## config.mk

```make
export PLATFORM = sky130hd
export DESIGN_NAME = change_dispense_ctrl
export DESIGN_NICKNAME = d
export VERILOG_FILES = /design/src/rtl/change_dispense_ctrl.sv
export SDC_FILE = /design/constraint.sdc
export NUM_CORES = 1
export LEC_CHECK = 0
export BUFFER_PORTS_ARGS = -buffer_cell sky130_fd_sc_hd__buf_2
export CORE_ASPECT_RATIO = 2
export CORE_UTILIZATION = 40
export DETAILED_ROUTE_END_ITERATION = 10
export MAX_ROUTING_LAYER = met4
export PLACE_DENSITY = 0.56
export REMOVE_ABC_BUFFERS = 1
export SYNTH_ARGS = -nofsm -noshare
export SYNTH_HDL_FRONTEND = slang
export SYNTH_SLANG_ARGS = --single-unit
```

## constraint.sdc

```tcl
create_clock -name clk -period 3.85 [get_ports clk]
set_clock_uncertainty 0.2 [all_clocks]
set_input_delay 0.5775 -clock clk [delete_from_list [all_inputs] [get_ports clk]]
set_output_delay 0.5775 -clock clk [all_outputs]
set_load 0.005 [all_outputs]
```

## src/rtl/change_dispense_ctrl.sv

```systemverilog
// Coin-return sequencer: pays a change amount greedily (quarter, dime, nickel)
// from three inventoried tubes, one handshaked ejection at a time.
module change_dispense_ctrl #(
    parameter int AMT_W       = 9,
    parameter int CNT_W       = 6,
    parameter int TUBE_MAX    = 63,
    parameter int TUBE_INIT   = 20,
    parameter int ACK_TIMEOUT = 15
) (
    input  logic             clk,
    input  logic             rst_n,
    input  logic             start,
    input  logic [AMT_W-1:0] change_amt,
    output logic [2:0]       coin_eject,
    input  logic             coin_ack,
    input  logic [2:0]       refill_coin,
    output logic             busy,
    output logic             done,
    output logic [AMT_W-1:0] short_amt,
    output logic             jam,
    output logic [CNT_W-1:0] q_cnt,
    output logic [CNT_W-1:0] d_cnt,
    output logic [CNT_W-1:0] n_cnt
);

    localparam int TW = $clog2(ACK_TIMEOUT + 1);

    typedef enum logic [1:0] {IDLE, SELECT, EJECT, FINISH} state_t;

    state_t           state;
    logic [AMT_W-1:0] remaining;
    logic [TW-1:0]    timer;
    logic [AMT_W-1:0] coin_val;
    logic [2:0]       dec;

    // A tube is only decremented by an accepted ack for the coin currently commanded.
    assign dec = (state == EJECT && coin_ack) ? coin_eject : 3'b000;

    always_comb begin
        coin_val = '0;
        if (coin_eject[2])      coin_val = AMT_W'(25);
        else if (coin_eject[1]) coin_val = AMT_W'(10);
        else if (coin_eject[0]) coin_val = AMT_W'(5);
    end

    always_ff @(posedge clk or negedge rst_n) begin
        if (!rst_n) begin
            state      <= IDLE;
            remaining  <= '0;
            timer      <= '0;
            coin_eject <= 3'b000;
            busy       <= 1'b0;
            done       <= 1'b0;
            short_amt  <= '0;
            jam        <= 1'b0;
        end else begin
            done <= 1'b0;
            case (state)
                IDLE: begin
                    if (start) begin
                        remaining <= change_amt;
                        short_amt <= '0;
                        jam       <= 1'b0;
                        busy      <= 1'b1;
                        state     <= (change_amt == '0) ? FINISH : SELECT;
                    end
                end
                SELECT: begin
                    timer <= '0;
                    if (remaining >= AMT_W'(25) && q_cnt != '0) begin
                        coin_eject <= 3'b100;
                        state      <= EJECT;
                    end else if (remaining >= AMT_W'(10) && d_cnt != '0) begin
                        coin_eject <= 3'b010;
                        state      <= EJECT;
                    end else if (remaining >= AMT_W'(5) && n_cnt != '0) begin
                        coin_eject <= 3'b001;
                        state      <= EJECT;
                    end else begin
                        state <= FINISH;
                    end
                end
                EJECT: begin
                    // An ack arriving on the last timeout cycle still counts the coin.
                    if (coin_ack) begin
                        remaining  <= remaining - coin_val;
                        coin_eject <= 3'b000;
                        state      <= (remaining == coin_val) ? FINISH : SELECT;
                    end else if (timer == TW'(ACK_TIMEOUT - 1)) begin
                        jam        <= 1'b1;
                        coin_eject <= 3'b000;
                        state      <= FINISH;
                    end else begin
                        timer <= timer + 1'b1;
                    end
                end
                FINISH: begin
                    short_amt <= remaining;
                    done      <= 1'b1;
                    busy      <= 1'b0;
                    state     <= IDLE;
                end
                default: state <= IDLE;
            endcase
        end
    end

    // Tube inventories; index 2 = quarter, 1 = dime, 0 = nickel, matching coin_eject.
    for (genvar gi = 0; gi < 3; gi++) begin : g_tube
        logic [CNT_W-1:0] cnt;
        always_ff @(posedge clk or negedge rst_n) begin
            if (!rst_n) begin
                cnt <= CNT_W'(TUBE_INIT);
            end else if (refill_coin[gi] && !dec[gi]) begin
                if (cnt != CNT_W'(TUBE_MAX)) cnt <= cnt + 1'b1;
            end else if (dec[gi] && !refill_coin[gi]) begin
                cnt <= cnt - 1'b1;
            end
        end
    end

    assign q_cnt = g_tube[2].cnt;
    assign d_cnt = g_tube[1].cnt;
    assign n_cnt = g_tube[0].cnt;

endmodule

```

* Yosys cells after proc, flatten, opt, wreduce, memory -nomap -nowiden
Index checks and enable logic that the tools add are counted.
** Cells by class
- Multiplexer cells :: 43
- Equal/unequal tests :: 18
- Magnitude comparators :: 3
- Reduce and logical (&&, ||, !) cells :: 36
- $add $sub $neg :: 8
** Operator list (count)
- $mux 6 :: 9
- $mux 9 :: 5
- $pmux 9 s2 :: 2
- $mux 3 :: 7
- $add 6x1->6 const B :: 3
- $ne 6x6->1 const B :: 3
- $reduce_bool 6->1 :: 3
- $sub 6x1->6 const B :: 3
- $reduce_bool 2->1 :: 6
- $logic_and 1x1->1 :: 10
- $mux 2 :: 5
- $reduce_and 2->1 :: 5
- $eq 9x9->1 :: 1
- $ge 9x3->1 const B :: 1
- $ge 9x4->1 const B :: 1
- $ge 9x5->1 const B :: 1
- $logic_not 9->1 :: 1
- $reduce_and 3->1 :: 3
- $sub 9x9->9 :: 1
- $mux 1 :: 8
- $mux 4 :: 2
- $ne 2x1->1 const B :: 4
- $ne 2x2->1 const B :: 4
- $pmux 2 s4 :: 1
- 12 further kinds :: 19
** Storage, ports and cells
- Input port bits :: 16
- Bits in registers :: 48
- Logic and storage cells :: 119
- Output and inout port bits :: 33

* Depth between registers and ports, before layout
Gate-level depths: netlist (run 1).
- Word-level depth :: 7
- Gate-level depth with buffers :: 12
- Mapped depth without buffers :: 11

* Worst setup path before layout (run 1)
No wires, ideal clock.
- Kind :: reg2reg
- Start :: register state[0]
- End :: register g_tube[0].cnt[5] (netlist: n_cnt[5])
- Cell stages (with the launch flop) :: 13
- Setup time :: 0.077 ns
- Setup slack :: 1.275 ns
- Arrival :: 2.297 ns
- Clock period less this slack :: 2.575 ns
- Cells stage by stage :: dfrtp_1 -> inv_1 -> ha_1 -> buf_2 -> nand3_1 -> nand2_1 -> ha_1 -> a211oi_1 -> o21bai_1 -> a21oi_1 -> mux2i_1 -> nor2_1 -> a21oi_1
** Between the ends
- Word-level cells in the longest chain between the ends :: 7
** RTL lines
- start: declaration :: line 30 : state_t state;
- start signal: assignment :: line 65 : state <= (change_amt == '0) ? FINISH : SELECT;
- start signal: assignment :: line 88 : state <= (remaining == coin_val) ? FINISH : SELECT;
- $eq 2x2->1 * :: line 37 : assign dec = (state == EJECT && coin_ack) ? coin_eject : 3'b000;
- $logic_and 1x1->1 * :: line 37
- $mux 3 * :: line 37
- $logic_not 1->1 :: line 114 : end else if (refill_coin[gi] && !dec[gi]) begin
- $logic_and 1x1->1 :: line 114
- $ne 2x1->1 (no source line) or $reduce_bool 2->1 (tied branches)
- $reduce_and 2->1 (no source line)
- end signal: assignment :: line 113 : cnt <= CNT_W'(TUBE_INIT);
- end signal: assignment :: line 115 : if (cnt != CNT_W'(TUBE_MAX)) cnt <= cnt + 1'b1;
- end signal: assignment :: line 117 : cnt <= cnt - 1'b1;
- end: declaration :: line 110 : logic [CNT_W-1:0] cnt;
Mark *: on every way between the ends. The rest lies on a longest branch, timed or not.
A chain may end at the register's enable or synchronous reset.

* Worst setup path in the final report (run 1)
- Start :: register state[0]
- End :: register g_tube[2].cnt[5] (netlist: q_cnt[5])
** Between the ends
- Word-level cells in the longest chain between the ends :: 7
** RTL lines (line)
- $eq 2x2->1 * :: 37
- $logic_and 1x1->1 * :: 37
- $mux 3 * :: 37
- $logic_not 1->1 :: 114
- $logic_and 1x1->1 :: 114
- $ne 2x1->1 (no source line) or $reduce_bool 2->1 (tied branches)
- $reduce_and 2->1 (no source line)
- end signal: assignment :: 113
- end signal: assignment :: 115
- end signal: assignment :: 117
- end: declaration :: 110
Marked as above.

==> impl_results.md, run 1 <==
- Die width: 64.7 um
- Worst EP required: 3.87 ns
- Mapped Cells: around 330
- Layout cells sized above 1: 0.209
- Status: finished, final reports clean
- Instance area at placement: 0.00348 mm^2
- CP Cell Sequence: inv_1 -> ha_1 -> buf_4 -> nand3_1 -> nand2_1 -> ha_1 -> o21ai_0 -> o21bai_1 -> a21oi_1 -> mux2i_1 -> nor2_1 -> a21oi_1
- Avg Inst Size Synth: 9.62 um^2
- First-pass GRT wire length: 12.6 mm
- WL/cell: between 15 and 20 um
- Fill count: 770
- Largest net degree at the start of global routing: 30
- H-tree lvl count: 2
- Routed via count: 2,597
- Synth Register Bits: 48
- Clk slew on worst S/H paths: around 0.060 ns
- # diodes: 0
- Arrival @ worst endpoint: 3.11 ns
- Final ANT Viol Nets: 0
- Root Buffer: clkbuf_16
- GRT Overall Usage: 0.204
- R2R Path End: q_cnt[5]
- Max cap viols: 0
- CTS buffer count: 5
- Maximum clock frequency: 0.323 GHz
- Critical path's top delay family: compound AO/OA/AOI/OAI gates
- CTS tree: yes
- Leading cell type in the layout, fill and taps excluded: buf_2
- Slowest CP cell: dfrtp_1
- Pwr dens: 891 mW/mm^2
- Min-Delay Path Class: input port to asynchronous set/reset pin
- HPWL after DPL: about 6.0 mm
- I/O pin count: 49
- Most frequent cells in the layout: buf_2, dfrtp_1, nand2_1
- Core region area: 0.00760 mm^2
- DRT iter0 DRCs: between 90 and 100
- Final hold violations: 0
- Unique masters post-synth: 51
- Largest stage delay, worst path: 0.44 ns
- Setup TNS: 0 ns
- Initial core utilization: 0.414
- # DRC: 0
- Clock power share: 0.128
- CTS Hold Bufs: 0
- Pleak: between 1.5 and 2 nW
- Final Instance Area: roughly 0.0036 mm^2
- Post-synth EDFFs: 0
- R2R depth: 12
- Synth warn: 0
- Non-filler cells, final: 472
- Drt pass-1 iters: 4
- Global route total overflow: 0
- Switching share of power: 0.434
- Combinational power share: 0.550
- Synthesized area: 0.00315 mm^2
- VDD IR max: 0.451 mV
- Tmin final: 3.10 ns
- Main flop type after synthesis: dfrtp_1
- Post-CTS setup buffers: 0
- Min Hold Slack: 0.113 ns
- Area used by multi-input combinational logic: 0.00181 mm^2
- Register area share after synthesis: 0.384
- Int Power: ~0.0018 W
- Startpoint types: flop
- Worst Path Class, Setup: flop to flop
- CTS resizes: 0
- Routability cong.: ~0.82
- Clk buf depth: 2
- Nets: roughly 420
- RSZ-0062 raised after global routing: no
- Vias in the first global route: 2,636
- Clk_lat worst skew: roughly 0.29 ns
- Row cnt: 45
- Clk sinks: 48
- Chip height: ~130 um
- Period utilisation layout: 0.804
- Buf/Inv on CP: 2
- Ys async rst share: 1.00
- IO buf count: 48
- Initial antenna violation count: 0
- # setup viols final: 0
- Die area: 0.00824 mm^2
- Worst R2R Setup Slack: 0.75 ns
- Sw power: approximately 0.0014 W
- Crit. End Element: flop
- FF/Latch Area: 0.00121 mm^2
- Worst r2r src: state[0]
- Worst Tran Pin Value: 0.750 ns
- Synthesis-to-layout area growth: 14.8%
- DP Cell Count: roughly 470
- Post-DR vias/cell: between 5 and 6
- Slew HR: 0.497
- Largest fanout on the critical path: 23
- Drt total wl: 7.61 mm
- Seq pwr share: 0.322
- Pins Over Slew Limit: 0
-- worst reg2reg max path, delay by kind of cell, from the launching register on --
kind | cells | cell delay [ns]
fa+ha+maj | 2 | 0.61
compound gates | 4 | 0.70
mux | 1 | 0.23
buf+inv | 2 | 0.43
simple gates | 3 | 0.41
flops | 1 | 0.44
-- cell usage after synthesis, types with 2 or more instances --
library cell   n  area share
xnor2_1       11       0.031
nand2_1       26       0.031
o21ai_1        2      0.0032
mux2i_1       11       0.035
nor3b_2        2      0.0080
o21ai_0       18       0.029
nand2b_1       7       0.014
or2_2          3      0.0060
a211oi_1       3      0.0072
a21oi_1       24       0.038
mux2_2         7       0.025
nor4b_1        2      0.0056
nor2_1        18       0.021
buf_6          2      0.0072
a21o_1         8       0.019
nand4_1        6       0.012
fa_1           4       0.025
nor3_1         4      0.0064
o21bai_1       3      0.0072
a31oi_1        5      0.0099
nor2b_1        4      0.0080
dfrtp_1       42        0.33
ha_1          23       0.091
nand3_1        8       0.013
o22ai_1        4      0.0080
nor4_1         5      0.0099
a22o_1        12       0.033
buf_2          2      0.0032
o21a_1         4      0.0095
o211ai_1       5       0.012
inv_1         22       0.026
nand3b_1       2      0.0048
nand2_2        3      0.0060
dfstp_2        6       0.050
xor2_1         3      0.0084
-- flip-flops by register name, summed over array words and instances (netlist names) --
name        count
remaining       9
short_amt       9
d_cnt           6
n_cnt           6
q_cnt           6
timer           4
coin_eject      3
state           2
busy            1
done            1
jam             1
-- stage by stage --
stage	total power, W	utilization	worst slack [ns]
6_report	0.00322	0.475	0.755
3_3_place_gp	0.00280	0.458	0.890
5_1_grt	0.00353	0.475	0.428
2_1_floorplan	0.00228	-	0.867
3_5_place_dp	0.00283	0.458	0.788
4_1_cts	0.00326	0.475	0.755
-- kinds of logic after synthesis --
kind of cell,Yosys count,share of synthesized area
multiplexers,18,0.0601
XOR/XNOR,14,0.0390
AO/OA/AOI/OAI,95,0.195
buffers and inverters,28,0.0390
AND/OR/NAND/NOR,97,0.166
adder cells (fa/ha/maj),27,0.117
flip-flops,48,0.384
-- how the worst max path moves through the flow --
| stage | slack [ns] | startpoint | depth (start not counted) | endpoint |
|---|---|---|---|---|
| 2_1_floorplan | 0.87 | state[0] | 11 | n_cnt[5] |
| 3_3_place_gp | 0.89 | state[0] | 12 | q_cnt[5] |
| 3_5_place_dp | 0.79 | state[0] | 12 | q_cnt[5] |
| 4_1_cts | 0.75 | state[0] | 12 | q_cnt[5] |
| 5_1_grt | 0.43 | state[0] | 12 | q_cnt[5] |
| 6_report | 0.75 | state[0] | 12 | q_cnt[5] |
-- power by group through the flow --
stage	Combinational (W)	Clock [W]	Sequential (W)
final	0.00177	0.000413	0.00104
after global routing	0.00201	0.000445	0.00107
after CTS	0.00180	0.000428	0.00104
after detailed placement	0.00179	0	0.00105
after global placement	0.00176	0	0.00104
after floorplan	0.00130	0	0.000984
-- metal layers --
metal | wire (um) | track usage | up-vias
li1 | - | - | 1292
met5 | 0 | - | -
met1 | 3000 | 0.219 | 1250
met2 | 4280 | 0.369 | 43
met3 | 162 | 0.0196 | 12
met4 | 174 | 0.0876 | 0
-- final cells by class --
type | count | area share
flip-flops and latches | 48 | 0.335
multi-input cells | 251 | 0.502
repair buffers | 50 | 0.0707
inverters | 22 | 0.0229
well taps | 94 | 0.0326
clock buffers | 7 | 0.0367
(Power assumes the default switching activity.)
==> run 2, diff against run 1 <==
--- a/config.mk
+++ b/config.mk
@@ -5,12 +5,13 @@
 export SDC_FILE = /design/constraint.sdc
 export NUM_CORES = 1
 export LEC_CHECK = 0
+export ABC_AREA = 1
 export BUFFER_PORTS_ARGS = -buffer_cell sky130_fd_sc_hd__buf_2
 export CORE_ASPECT_RATIO = 2
 export CORE_UTILIZATION = 40
 export DETAILED_ROUTE_END_ITERATION = 10
 export MAX_ROUTING_LAYER = met4
-export PLACE_DENSITY = 0.56
+export PLACE_DENSITY = 0.58
 export REMOVE_ABC_BUFFERS = 1
 export SYNTH_ARGS = -nofsm -noshare
 export SYNTH_HDL_FRONTEND = slang
==> constraint.sdc (replaced) <==
create_clock -name clk -period 2.6 [get_ports clk]
set_clock_uncertainty 0.2 [all_clocks]
set_input_delay 0.39 -clock clk [delete_from_list [all_inputs] [get_ports clk]]
set_output_delay 0.39 -clock clk [all_outputs]
set_load 0.005 [all_outputs]
==> run 2 against run 1 <==
Effect of this change:
- count of clock-buffer cells in the layout stayed put
- largest cell class unchanged
- via count up 17%
- power is 56% higher
- critical endpoint is now d_cnt[5]
- sequential cell count stayed put
- highest routed layer unchanged
- utilization rose by 1.4 points
==> impl_results.md, run 2 <==
- Global route total overflow: 0 (unchanged)
- DP Cell Count: 583 (+25%)
- Min-Delay Path Class: input port to flop
- Synthesized area: 0.00325 mm^2 (+3.5%)
- Period utilisation layout: 0.926 (+0.122)
- Instance area at placement: 0.00366 mm^2 (+5.2%)
- Top post-synthesis cells by count: nand2_1, inv_1, dfrtp_1
- Biggest regs: remaining x9, short_amt x9
- WHS Path Cells: 3
- CTS tree: yes
- VDD IR max: 0.573 mV (+27%)
- Synthesis-to-layout area growth: 18.4%
- Slowest CP cell: dfrtp_1
- HPWL after DPL: 6.67 mm (+11%)
- Status: finished, final reports clean
- Final hold violations: 0 (unchanged)
- Largest stage delay, worst path: 0.41 ns (-0.03 ns)
- Pwr dens: 1300 mW/mm^2 (+46%)
- Startpoint types: flop
- Core region area: 0.00789 mm^2 (+3.7%)
- WL/cell: 14.5 um (-10%)
- CP most frequent cell: nand2_1
- Leading cell type in the layout, fill and taps excluded: nand2_1
- H-tree lvl count: 2 (unchanged)
- Buf/Inv on CP: 2 (unchanged)
- Arrival @ worst endpoint: 2.39 ns (-0.72 ns)
- Main flop type after synthesis: dfrtp_1
- Routed via count: 3,040 (+17%)
- Register area share after synthesis: 0.371 (-0.0129)
- Final ANT Viol Nets: 0 (unchanged)
- Non-filler cells, final: 592 (+25%)
- # setup viols final: 0 (unchanged)
- Worst EP required: 2.59 ns (-1.28 ns)
- Synth warn: 0 (unchanged)
- Drt total wl: 8.58 mm (+13%)
- R2R depth: 14 (+2)
- Drt pass-1 iters: 4 (unchanged)
- Nets: 538 (+28%)
- Maximum clock frequency: 0.415 GHz (+29%)
- Stages on worst setup path: 14 (+2)
- Fill count: 783 (+1.7%)
- Post-synth top area cell: dfrtp_1
- First-pass GRT wire length: 14.1 mm (+12%)
- Worst r2r src: state[0]
- Mapped Cells: 436 (+33%)
- Max cap viols: 0 (unchanged)
- Post-DR vias/cell: 5.14 (-6.7%)
- Chip height: 130 um (+1.7%)
- Crit. End Element: flop
- Clk slew on worst S/H paths: 0.06 ns (about the same)
- Post-CTS setup buffers: 0 (unchanged)
- Ys async rst share: 1.00 (unchanged)
- Final Instance Area: 0.00385 mm^2 (+6.7%)
- Initial antenna violation count: 0 (unchanged)
- DRT iter0 DRCs: 123 (+34%)
- Worst R2R Setup Slack: 0.19 ns (-0.56 ns)
- Clk sinks: 48 (unchanged)
- Root Buffer: clkbuf_16
- Routability cong.: 0.925 (+13%)
- Initial core utilization: 0.413 (-0.00110)
- Avg Inst Size Synth: 7.46 um^2 (-22%)
- I/O pin count: 49 (unchanged)
- Row cnt: 46 (+2.2%)
- CP Cell Sequence: inv_1 -> ha_1 -> nand2_2 -> inv_2 -> nand2_2 -> nand2_2 -> ha_1 -> nand2_1 -> nor3_1 -> nor2_1 -> nand2_1 -> nand2_1 -> nand2_1 -> nand2_1
- Tmin final: 2.41 ns (-0.688 ns)
- Largest cells by area after synthesis: dfrtp_1, nand2_1, ha_1
- Largest net degree at the start of global routing: 49 (+63%)
- # DRC: 0 (unchanged)
- Worst Path Class, Setup: flop to flop
- Critical path's top delay family: simple AND/OR/NAND/NOR gates
- R2R Path End: d_cnt[5]
- Vias in the first global route: 2,980 (+13%)
- Pleak: 1.96 nW (+16%)
- Post-synth EDFFs: 0 (unchanged)
- Pins Over Slew Limit: 0 (unchanged)
- Min Hold Slack: 0.178 ns (+0.0642 ns)
- Unique masters post-synth: 31 (-39%)
- CP Capture Point: d_cnt[5]
- Setup crit start: state[0]
- Die width: 65.8 um (+1.7%)
- Synth Register Bits: 48 (unchanged)
- Slew HR: 0.680 (+0.184)
- # diodes: 0 (unchanged)
- Most common cell in the synthesized netlist: nand2_1
- Largest fanout on the critical path: 6 (-74%)
- Layout cells sized above 1: 0.188 (-0.0215)
- CTS buffer count: 5 (unchanged)
- Clk_lat worst skew: 0.29 ns (about the same)
- Yosys top cell area share: 0.323 (-0.0112)
- Most frequent cells in the layout: nand2_1, buf_2, inv_1
- Worst Tran Pin Value: 0.474 ns (-0.276 ns)
- Clk buf depth: 2 (unchanged)
- Total power draw: 0.00501 W (+56%)
- IO buf count: 48 (unchanged)
- GRT Overall Usage: 0.226 (+0.0218)
- Die area: 0.00852 mm^2 (+3.4%)
[run 2: cell count changes after synthesis, sizes merged, moves of 11 or more]
cell,delta
nor2,+24
mux2i,-11
nand2,+95
a22o,-12
inv,+30
nand3,+21
o21ai,+25
[run 2: worst min-delay path by stage]
stage	from	to	slack, ns
after floorplan	rst_n	busy	-0.11
after global routing	change_amt[1]	remaining[1]	0.20
after global placement	rst_n	q_cnt[1]	0.20
after detailed placement	rst_n	q_cnt[1]	0.20
final	change_amt[1]	remaining[1]	0.18
after CTS	change_amt[1]	remaining[1]	0.17
[run 2: final cells by class]
cell class	count	area [um^2]	share of cell area
Inverter	52	195	0.0506
Multi-Input combinational cell	333	1880	0.489
Clock buffer	7	133	0.0344
Sequential cell	48	1210	0.314
Clock inverter	1	5.00	0.00130
Timing Repair Buffer	55	308	0.0799
Tap cell	96	120	0.0312
[run 2: timing repair]
item,4_1_cts,5_1_grt
resized for setup,0,7
hold buffers,1,0
setup endpoints to repair,0,4
hold endpoints to repair,42,0
[run 2: tightest hold or removal path, delay by kind of cell]
kind,cells,cell delay [ns]
compound gates,2,0.14
buf+inv,1,0.10
[run 2: kinds of logic after synthesis]
family                   Yosys count  synth area share
AO/OA/AOI/OAI                     81             0.138
XOR/XNOR                          16            0.0431
adder cells (fa/ha/maj)           27             0.113
buffers and inverters             55            0.0642
flip-flops                        48             0.371
AND/OR/NAND/NOR                  209             0.270
[run 2: through the flow]
stage | setup WS, ns | setup TNS (ns) | utilization
2_1_floorplan | 0.0570 | 0 | -
4_1_cts | 0.166 | 0 | 0.483
6_report | 0.192 | 0 | 0.489
3_3_place_gp | 0.252 | 0 | 0.464
3_5_place_dp | 0.178 | 0 | 0.464
5_1_grt | -0.000109 | -0.000109 | 0.489
[run 2: power breakdown]
part	total, W	internal, W	switching, W
Combinational	0.00284	0.00115	0.00169
Sequential	0.00153	0.00113	0.000399
Clock	0.000636	0.000356	0.000280
Total	0.00501	0.00264	0.00237
[run 2: metal layers]
metal / up-vias / wire length (um) / global-route usage
li1: 1545 / - / -
met1: 1399 / 3110 / 0.224
met5: - / 0 / -
met4: 0 / 391 / 0.121
met2: 68 / 4810 / 0.409
met3: 28 / 272 / 0.0317
